## config.mk

```make
export PLATFORM = sky130hd
export DESIGN_NAME = fetch_stage
export DESIGN_NICKNAME = d
export VERILOG_FILES = /design/src/rtl/arm_pkg.sv /design/src/rtl/fetch_pc_reg.sv /design/src/rtl/fetch_stage.sv
export SDC_FILE = /design/constraint.sdc
export NUM_CORES = 1
export LEC_CHECK = 0
export CAP_MARGIN = 0
export CORE_MARGIN = 2
export CORE_UTILIZATION = 46
export CTS_CLUSTER_SIZE = 20
export DETAILED_ROUTE_END_ITERATION = 16
export PLACE_DENSITY = 0.81
export SLEW_MARGIN = 20
export SYNTH_ARGS = -nofsm -noshare
export SYNTH_HDL_FRONTEND = slang
export SYNTH_SLANG_ARGS = --single-unit
export TNS_END_PERCENT = 20
```

## constraint.sdc

```tcl
create_clock -name clk -period 3 [get_ports clk]
set_input_delay 0.75 -clock clk [delete_from_list [all_inputs] [get_ports clk]]
set_output_delay 0.75 -clock clk [all_outputs]
set_load 0.05 [all_outputs]
```

## src/rtl/arm_pkg.sv

```systemverilog
// rtl/arm_pkg.sv - shared constants and types for the LEGv8 fetch stage
package arm_pkg;

    localparam int N_DEF       = 64;
    localparam int IMEM_AW_DEF = 6;

    localparam logic [31:0] NOP_INSTR  = 32'h8b1f03ff;
    localparam logic [31:0] HALT_INSTR = 32'hb400001f;

    typedef enum logic {
        RUN  = 1'b0,
        HALT = 1'b1
    } fetch_state_t;

endpackage

```

## src/rtl/fetch_pc_reg.sv

```systemverilog
// rtl/fetch_pc_reg.sv - program counter register with next-PC select (+4, target, hold)
module fetch_pc_reg
    import arm_pkg::*;
#(
    parameter int N = N_DEF
) (
    input  logic         clk,
    input  logic         reset_n,
    input  logic         redirect,
    input  logic         hold,
    input  logic [N-1:0] target,
    output logic [N-1:0] pc
);

    // Redirect targets are forced word-aligned; the low bits only feed the misalign flag.
    always_ff @(posedge clk or negedge reset_n) begin
        if (!reset_n) begin
            pc <= '0;
        end else if (redirect) begin
            pc <= {target[N-1:2], 2'b00};
        end else if (!hold) begin
            pc <= pc + N'(4);
        end
    end

endmodule

```

## src/rtl/fetch_stage.sv

```systemverilog
// rtl/fetch_stage.sv - IF stage: PC, IF/ID register, halt FSM and misalign flag
module fetch_stage
    import arm_pkg::*;
#(
    parameter int N       = N_DEF,
    parameter int IMEM_AW = IMEM_AW_DEF
) (
    input  logic               clk,
    input  logic               reset_n,
    input  logic               stall_i,
    input  logic               branch_taken_i,
    input  logic [N-1:0]       branch_target_i,
    output logic [IMEM_AW-1:0] imem_addr_o,
    input  logic [31:0]        imem_q_i,
    output logic [N-1:0]       pc_o,
    output logic [N-1:0]       if_id_pc_o,
    output logic [31:0]        if_id_instr_o,
    output logic               if_id_valid_o,
    output logic               halted_o,
    output logic               misalign_o
);

    fetch_state_t state_q, state_d;
    logic         fetch_en;
    logic         pc_hold;
    logic         bubble;
    logic         halt_word;

    assign halt_word   = (imem_q_i == HALT_INSTR);
    assign imem_addr_o = pc_o[IMEM_AW+1:2];

    always_ff @(posedge clk or negedge reset_n) begin
        if (!reset_n) begin
            state_q <= RUN;
        end else begin
            state_q <= state_d;
        end
    end

    always_comb begin
        state_d = state_q;
        if (branch_taken_i) begin
            state_d = RUN;
        end else if (!stall_i && state_q == RUN && halt_word) begin
            state_d = HALT;
        end
    end

    // A fetched halt word is still captured, but the PC stops on it.
    always_comb begin
        fetch_en = 1'b0;
        pc_hold  = 1'b1;
        bubble   = 1'b0;
        halted_o = 1'b0;
        if (state_q == HALT) begin
            halted_o = 1'b1;
        end
        if (branch_taken_i) begin
            bubble = 1'b1;
        end else if (!stall_i) begin
            if (state_q == HALT) begin
                bubble = 1'b1;
            end else begin
                fetch_en = 1'b1;
                pc_hold  = halt_word;
            end
        end
    end

    fetch_pc_reg #(
        .N(N)
    ) u_pc (
        .clk     (clk),
        .reset_n (reset_n),
        .redirect(branch_taken_i),
        .hold    (pc_hold),
        .target  (branch_target_i),
        .pc      (pc_o)
    );

    always_ff @(posedge clk or negedge reset_n) begin
        if (!reset_n) begin
            if_id_pc_o    <= '0;
            if_id_instr_o <= NOP_INSTR;
            if_id_valid_o <= 1'b0;
        end else if (bubble) begin
            if_id_instr_o <= NOP_INSTR;
            if_id_valid_o <= 1'b0;
        end else if (fetch_en) begin
            if_id_pc_o    <= pc_o;
            if_id_instr_o <= imem_q_i;
            if_id_valid_o <= 1'b1;
        end
    end

    always_ff @(posedge clk or negedge reset_n) begin
        if (!reset_n) begin
            misalign_o <= 1'b0;
        end else if (branch_taken_i && (branch_target_i[1:0] != 2'b00)) begin
            misalign_o <= 1'b1;
        end
    end

endmodule

```

==> results of run 1 <==
## through the flow
step                      cells  setup TNS (ns)  instance area, um^2  utilization (%)
after CTS                  1398               0                11610            68.08
after detailed placement   1366         -0.3864                11020            64.58
final                      1398               0                11610            68.08
after global placement     1366        -0.06065                11020            64.58
after global routing       1398               0                11610            68.08
after floorplan             892               0                 7944                -
## state kept, by name, summed over array words and instances (netlist names)
name,flops
if_id_instr_o,32
state_q,1
if_id_valid_o,1
if_id_pc_o,62
u_pc.pc,62
misalign_o,1
## kinds of logic (layout without fill, tap and decap cells)
family,after synthesis,after routing,share of synthesized area (%)
simple gates,488,488,29.32
flops,159,159,50.46
compound gates,151,151,13.72
buf+inv,71,352,4.211
xor+xnor,14,14,1.546
mux,4,4,0.5363
fa+ha+maj,1,1,0.1577
other cells,1,4,0.04727
## Yosys cell counts, drive strengths merged (16+ instances only)
cell type,n
nand2,253
dfrtp,140
nor2,53
clkbuf,45
nand3,45
nand4,36
o21ai,35
a31oi,25
or4,21
dfstp,19
or3,17
nor4,16
## metal layers
layer  vias to the layer above  global-route usage, %  wire (um)
met3                        72                  6.248       2400
met2                       429                  47.15      12810
met1                      3973                  40.40      11150
met4                         0                  11.05        775
met5                         -                      0          0
li1                       3748                      -          -
## area by class of cell
type                    instances  area [um^2]  share of cell area [%]
repair buffers                309         3052                   26.28
clock inverters                13        163.9                   1.411
clock buffers                  19        432.9                   3.728
flip-flops and latches        159         4003                   34.47
multi-input cells             662         3638                   31.33
well taps                     225        281.5                   2.424
inverters                      11        41.29                  0.3556
## worst max path at each step
stage	start	endpoint
6_report	stall_i	u_pc.pc[35]$_DFFE_PN0P_
5_1_grt	stall_i	u_pc.pc[35]$_DFFE_PN0P_
4_1_cts	stall_i	u_pc.pc[35]$_DFFE_PN0P_
3_5_place_dp	stall_i	u_pc.pc[35]$_DFFE_PN0P_
3_3_place_gp	stall_i	u_pc.pc[35]$_DFFE_PN0P_
2_1_floorplan	u_pc.pc[30]$_DFFE_PN0P_	u_pc.pc[55]$_DFFE_PN0P_
## power by group through the flow
stage	Clock (W)	Sequential, W	Combinational [W]
final	0.00222	0.00261	0.00208
after global placement	0	0.00264	0.00205
after CTS	0.00224	0.00261	0.00209
after global routing	0.00234	0.00265	0.00219
after floorplan	0	0.00341	0.000449
after detailed placement	0	0.00264	0.00208
==> results.cfg, run 1 <==
[timing]
fmax_mhz = 363.7
finClkSkew_ns = 0.009812
finalHoldViolCount = 0
worstMarginPinSlew_ns = 0.9175
setup_viol = 0
min_period_over_period_pct = 91.66
relSlewSlack_pct = 38.61
setup_ws_ns = 0.2503
finalCriticalPeriod_ns = 2.750
holdWs_ns = 0.2312
rsz0062_at_grt = false
drv_slew = 0

[logic_synthesis]
synth-edff-count = 0
synthFlopType = dfrtp_1
syn-instance-count = 889
synth-async-reset-ratio_pct = 100.0
synthTopCellsByArea = dfrtp_1 44%, nand2_1 12%, dfstp_2 6.3%
avgSynthCellArea_um2 = 8.923
synth_area_leader_cell = dfrtp_1
synth-seq-cells = 159
synthesis.area_mm2 = 0.007933
ys_seq_area_share_pct = 50.46
synth_cell_types = 68
synth_top_area_share_pct = 44.16
yosysWarnings = 0

[critical_path]
required_ns = 3.31
cp_slowest_cell = clkdlybuf4s50_1
start_kind = input pin
crit_path_end_kind = register
crit_type = in -> reg
cp_top_family = simple AND/OR/NAND/NOR gates
arrival_ns = 3.06
r2r_end = u_pc.pc[46]$_DFFE_PN0P_
cp_num_buf_inv = 1
path_cells = clkdlybuf4s50_1 -> or3b_2 -> or4_1 -> a2111oi_2 -> nor3b_1 -> a221o_1
r2r_slack_ns = 0.46
critPathMaxFanout = 4
critPathMaxStageDelay_ns = 0.50
r2r_start = u_pc.pc[7]$_DFFE_PN0P_
reg2reg_depth = 6
path_depth = 6

[final_layout]
fill_cells = 1362
area_delta_synth_final_pct = 46.39
n_antenna_cell = 0
nets = 1261
final_common_cell = clkdlybuf4s50_1
drive_gt1_share_pct = 9.974
layout_common_cells = 262 x clkdlybuf4s50_1, 252 x nand2_1, 140 x dfrtp_1

[grt]
grt_max_degree = 90
antenna_found_initial = 0
grt_usage_pct = 29.73
grt-ovfl-total = 0
grt_pass1_wl_um = 42630
grt_pass1_vias = 7919

[status]
status = completed

[route]
drtAntennaViolNets = 0
wire_per_inst_um = 19.41
drcViolationCount = 0
first_iter_violations = 763
viasPerCell = 5.881
via_count = 8222
dr.pass1.iters = 7
wirelength_um = 27140

[power_and_ir_drop]
sw_frac_of_total_pct = 36.36
p_int_w = 0.004401
cellPowerDensity_mw_per_mm2 = 595.5
pwr-share-comb_pct = 30.1
ir_worst_vdd_uv = 409.9
switching_power_w = 0.002514
p_seq_share_pct = 37.8
p_clk_share_pct = 32.1
p_total_w = 0.006916
p_leak_nw = 4.767

[clock_tree]
clockBufferDepth = 2
clock-sinks = 159
cts_tree = built
post-cts-setup-buffers = 0
cts_buffers = 17
cts_hold_buf = 0
cts_root_buffer = clkbuf_16
cts_resized = 0
htreeDepth = 4
insertion_delay_ns = 0.43
clk_pin_slew_ns = 0.06

[run]
maxCapViolCount = 0

[place]
port-buffer-count = 264
dp_hpwl_um = 19550
gpl.final_weighted_congestion = 0.9187
dp_slack_ns = -0.1793

[floorplanning]
die-area_mm2 = 0.01831
die_h_um = 135.3
ios = 269
coreArea_mm2 = 0.01706
rows = 48
die_x_um = 135.3
start_util_pct = 46.51

[worst_hold_path]
hp-class = in -> async
Power figures use the tool's default switching activity.
==> run 2: changes to the inputs <==
CORE_MARGIN = 4   (was 2)
CORE_UTILIZATION = 50   (was 46)
PLACE_DENSITY = 0.87   (was 0.81)
clock period = 3.3 ns   (was 3 ns; I/O delays follow)
==> run 2 against run 1 <==
Die area down 2.0%. Via count increased by 1.1%. Largest cell class unchanged. Critical path depth fell by 1. Power shrank 9.6%. Design area down 0.96%. Clock skew about the same. Global-route usage rose by 1.4 points. Flip-flop and latch count is the same.
==> results.cfg, run 2 (synthesis results as in run 1) <==
[timing]
finalHoldViolCount = 0
fmax_mhz = 341.3
setup_viol = 0
min_period_over_period_pct = 88.79
rsz0062_at_grt = false
finalCriticalPeriod_ns = 2.930
relSlewSlack_pct = 53.91
worstMarginPinSlew_ns = 0.6913
setup-tns-final_ns = 0
finClkSkew_ns = 0.01025
holdWs_ns = 0.3887
drv_slew = 0

[floorplanning]
die_x_um = 134.0
die-area_mm2 = 0.01794
coreArea_mm2 = 0.01537
ios = 269
die_h_um = 134.0
start_util_pct = 51.61
rows = 45

[grt]
grt_max_degree = 63
antenna_found_initial = 2
grt-ovfl-total = 0
grt_pass1_wl_um = 44510
grt_usage_pct = 31.17
grt_pass1_vias = 8435

[place]
port-buffer-count = 264
dp_hpwl_um = 20430
gpl.final_weighted_congestion = 0.9512

[route]
via_count = 8316
dr.pass1.iters = 5
viasPerCell = 6.022
wirelength_um = 28050
drcViolationCount = 0
first_iter_violations = 858
wire_per_inst_um = 20.31
drtAntennaViolNets = 0

[final_layout]
nets = 1256
final_common_cell = clkdlybuf4s50_1
area_delta_synth_final_pct = 44.98
biggestRegsByFlops = if_id_pc_o (62), u_pc.pc (62), if_id_instr_o (32)
drive_gt1_share_pct = 9.760
layout_common_cells = 262 x clkdlybuf4s50_1, 252 x nand2_1, 140 x dfrtp_1

[critical_path]
arrival_ns = 3.28
critPathMaxFanout = 10
crit_type = reg -> reg
crit_path_end_kind = register
r2r_slack_ns = 0.37
required_ns = 3.65
start_kind = register

[clock_tree]
clock-sinks = 159
cts_hold_buf = 0
cts_tree = built
insertion_delay_ns = 0.44
cts_resized = 0
cts_root_buffer = clkbuf_16
clockBufferDepth = 2
htreeDepth = 4
cts_buffers = 17
post-cts-setup-buffers = 0
clk_pin_slew_ns = 0.07

[power_and_ir_drop]
cellPowerDensity_mw_per_mm2 = 543.7
switching_power_w = 0.002374
ir_worst_vdd_uv = 381.0
p_seq_share_pct = 38.3
sw_frac_of_total_pct = 37.96
p_clk_share_pct = 31.7
p_int_w = 0.003879
p_leak_nw = 4.724
pwr-share-comb_pct = 30.0
p_total_w = 0.006253

[worst_hold_path]
hp-class = in -> async

[status]
status = completed

[run]
maxCapViolCount = 0
-- run 2: cell count changes in the layout (fill, tap and decap cells not counted), moves of 3 or more --
cell / change
buf_12: -5
clkinvlp_4: -3
inv_6: +4
inv_8: +3
-- run 2: area by class of cell --
type	instances	area, um^2
Clock buffer	17	425.4
Timing Repair Buffer	304	2952
Fill cell	1126	3870
Multi-Input combinational cell	662	3638
Sequential cell	159	4003
Clock inverter	15	172.7
Inverter	11	41.29
Tap cell	211	264.0
Antenna cell	2	5.005
-- run 2: final timing paths --
path / startpoint / to / cells past startpoint
max: u_pc.pc[5]$_DFFE_PN0P_ / u_pc.pc[46]$_DFFE_PN0P_ / 5
min: reset_n / if_id_instr_o[11]$_DFFE_PN0P_ / 1
max reg2reg: u_pc.pc[5]$_DFFE_PN0P_ / u_pc.pc[46]$_DFFE_PN0P_ / 5
min reg2reg: if_id_pc_o[47]$_DFFE_PN0P_ / if_id_pc_o[47]$_DFFE_PN0P_ / 2
max in group asynchronous: reset_n / if_id_instr_o[20]$_DFFE_PN1P_ / 2
min in group clk: if_id_pc_o[47]$_DFFE_PN0P_ / if_id_pc_o[47]$_DFFE_PN0P_ / 2
-- run 2: through the flow --
stage / area [um^2] / setup WS, ns / std cells / util, %
3_3_place_gp: 10900 / 0.1762 / 1347 / 70.90
3_5_place_dp: 10900 / 0.1394 / 1347 / 70.90
4_1_cts: 11500 / 0.4376 / 1379 / 74.79
6_report: 11500 / 0.3698 / 1381 / 74.82
5_1_grt: 11500 / 0.1869 / 1381 / 74.82
2_1_floorplan: 7944 / 0.6628 / 892 / -
-- run 2: worst max-delay path, cell delays in order (launching register included) --
cell     delay, ns
dfrtp_1       0.52
nand4_1       0.45
nor4_1        0.62
nand4_1       0.36
or4_2         0.70
a31oi_1       0.19
-- run 2: layer usage --
layer  share of wire (%)  track usage (%)  vias up
met5                   0                0        -
met4                 3.1            13.26        0
met3                 9.7            7.352       75
met2                  48            49.52      489
met1                  39            41.14     4017
li1                    -                -     3735
-- run 2: power by group through the flow --
stage	combinational [W]	clock, W	sequential (W)
after global routing	0.00197	0.00209	0.00243
after detailed placement	0.00187	0	0.00242
after global placement	0.00184	0	0.00241
after CTS	0.00188	0.00200	0.00239
final	0.00187	0.00198	0.00239
after floorplan	0.000408	0	0.00310
==> run 3: changes to the inputs <==
RECOVER_POWER = 50   (was unset)
==> run 3 against run 2 <==
The run now ends with max-capacitance violations, max-slew violations left. Die area stayed put. Routed wire length is 0.10% lower. Power is 0.10% lower. Critical path type is now in -> reg.
==> results.cfg, run 3 (synthesis results as in run 1) <==
[final_layout]
drive_gt1_share_pct = 9.418
biggestRegsByFlops = if_id_pc_o (62), u_pc.pc (62), if_id_instr_o (32)
layout_common_cells = 261 x clkdlybuf4s50_1, 252 x nand2_1, 140 x dfrtp_1
area_delta_synth_final_pct = 44.37
final_common_cell = clkdlybuf4s50_1
nets = 1256

[route]
drtAntennaViolNets = 0
wire_per_inst_um = 20.29
dr.pass1.iters = 7
viasPerCell = 5.991
drcViolationCount = 0
via_count = 8273
first_iter_violations = 886
wirelength_um = 28020

[clock_tree]
cts_root_buffer = clkbuf_16
cts_resized = 0
htreeDepth = 4
cts_tree = built
clock-sinks = 159
post-cts-setup-buffers = 0
clk_pin_slew_ns = 0.07
clockBufferDepth = 2
cts_buffers = 17
insertion_delay_ns = 0.44
cts_hold_buf = 0

[critical_path]
crit_type = in -> reg
arrival_ns = 3.43
cp_top_family = buffers and inverters
required_ns = 3.67
reg2reg_depth = 5
r2r_end = u_pc.pc[46]$_DFFE_PN0P_
r2r_start = u_pc.pc[5]$_DFFE_PN0P_
critPathMaxFanout = 48
r2r_slack_ns = 0.38
path_common_cell = clkbuf_2
crit_path_end_kind = register
path_cells = dlygate4sd3_1 -> or2_2 -> clkbuf_2 -> nor2_4 -> clkbuf_2 -> nand2_1 -> nand3_1
cp_num_buf_inv = 3
start_kind = input pin
critPathMaxStageDelay_ns = 0.81
cp_slowest_cell = clkbuf_2

[grt]
grt_pass1_vias = 8435
grt-ovfl-total = 0
antenna_found_initial = 2
grt_pass1_wl_um = 44510
grt_usage_pct = 31.17
grt_max_degree = 63

[power_and_ir_drop]
cellPowerDensity_mw_per_mm2 = 545.4
ir_worst_vdd_uv = 387.3
p_leak_nw = 4.700

[floorplanning]
ios = 269
die_h_um = 134.0
die_x_um = 134.0
coreArea_mm2 = 0.01537
die-area_mm2 = 0.01794
rows = 45
start_util_pct = 51.61

[timing]
fmax_mhz = 326.9
setup_viol = 0
setup-tns-final_ns = 0
finalCriticalPeriod_ns = 3.059
worstMarginPinSlew_ns = 1.619
relSlewSlack_pct = -7.912
min_period_over_period_pct = 92.71
setup_ws_ns = 0.2405
finalHoldViolCount = 0
drv_slew = 63
finClkSkew_ns = 0.01103
rsz0062_at_grt = false

[run]
maxCapViolCount = 1

[place]
gpl.final_weighted_congestion = 0.9512
dp_hpwl_um = 20430
dp_slack_ns = 0.1394
port-buffer-count = 264

[worst_hold_path]
min_to = if_id_pc_o[47]$_DFFE_PN0P_
hold_depth = 2
hp-class = reg -> reg
holdCritStartpoint = if_id_pc_o[47]$_DFFE_PN0P_

[status]
status = finished, violations left
violations = max-capacitance violations, max-slew violations
run 3: cell types whose count changed in the layout (fill, tap and decap cells not counted), sizes merged:
cell           before  now
buf                42   31
clkbuf             17   28
clkdlybuf4s50     262  261
dlygate4sd3         0    1
run 3: worst max-delay path by stage:
stage               cells after the start                            end                    start  slack [ns]
finish                                  7  if_id_instr_o[18]$_DFFE_PN1P_                  stall_i        0.24
detailed placement                      6        u_pc.pc[35]$_DFFE_PN0P_                  stall_i        0.14
floorplan                               6        u_pc.pc[55]$_DFFE_PN0P_  u_pc.pc[30]$_DFFE_PN0P_        0.66
global placement                        6        u_pc.pc[35]$_DFFE_PN0P_                  stall_i        0.18
CTS                                     5        u_pc.pc[46]$_DFFE_PN0P_   u_pc.pc[5]$_DFFE_PN0P_        0.44
global route                            2     if_id_pc_o[63]$_DFFE_PN0P_                  reset_n        0.16
run 3: power by group:
group | switching (W) | total, W | internal, W | leakage [nW]
Sequential | 0.000228 | 0.00239 | 0.00217 | 1.89
Combinational | 0.00124 | 0.00187 | 0.000628 | 2.52
Clock | 0.000906 | 0.00199 | 0.00108 | 0.287
run 3: tightest hold or removal path, stage by stage (launching register included):
cell	delay (ns)
dfrtp_1	0.34
nand2_1	0.05
nand2_1	0.05
run 3: cell type report:
cell class                 instances  area [um^2]
sequential                       159         4003
fill                            1138         3919
multi-input combinational        662         3638
timing repair buffer             304         2903
clock buffer                      17        425.4
tap                              211        264.0
clock inverter                    15        172.7
inverter                          11        41.29
antenna                            2        5.005
run 3: through the flow:
stage	hold WS (ns)	instances	cell area (um^2)	util, %	total power, W
6_report	0.4737	1381	11450	74.51	0.006246
5_1_grt	0.4955	1381	11450	74.51	0.006474
4_1_cts	0.3978	1379	11500	74.79	0.006269
3_5_place_dp	0.4615	1347	10900	70.90	0.004288
3_3_place_gp	0.4526	1347	10900	70.90	0.004252
2_1_floorplan	0.5294	892	7944	-	0.003512
run 3: per-layer routing:
layer	wire length (um)	GRT usage, %	vias to the layer above
met2	13400	49.52	522
met1	10810	41.14	3920
met5	0	0	-
met3	2823	7.352	98
met4	986	13.26	0
li1	-	-	3733
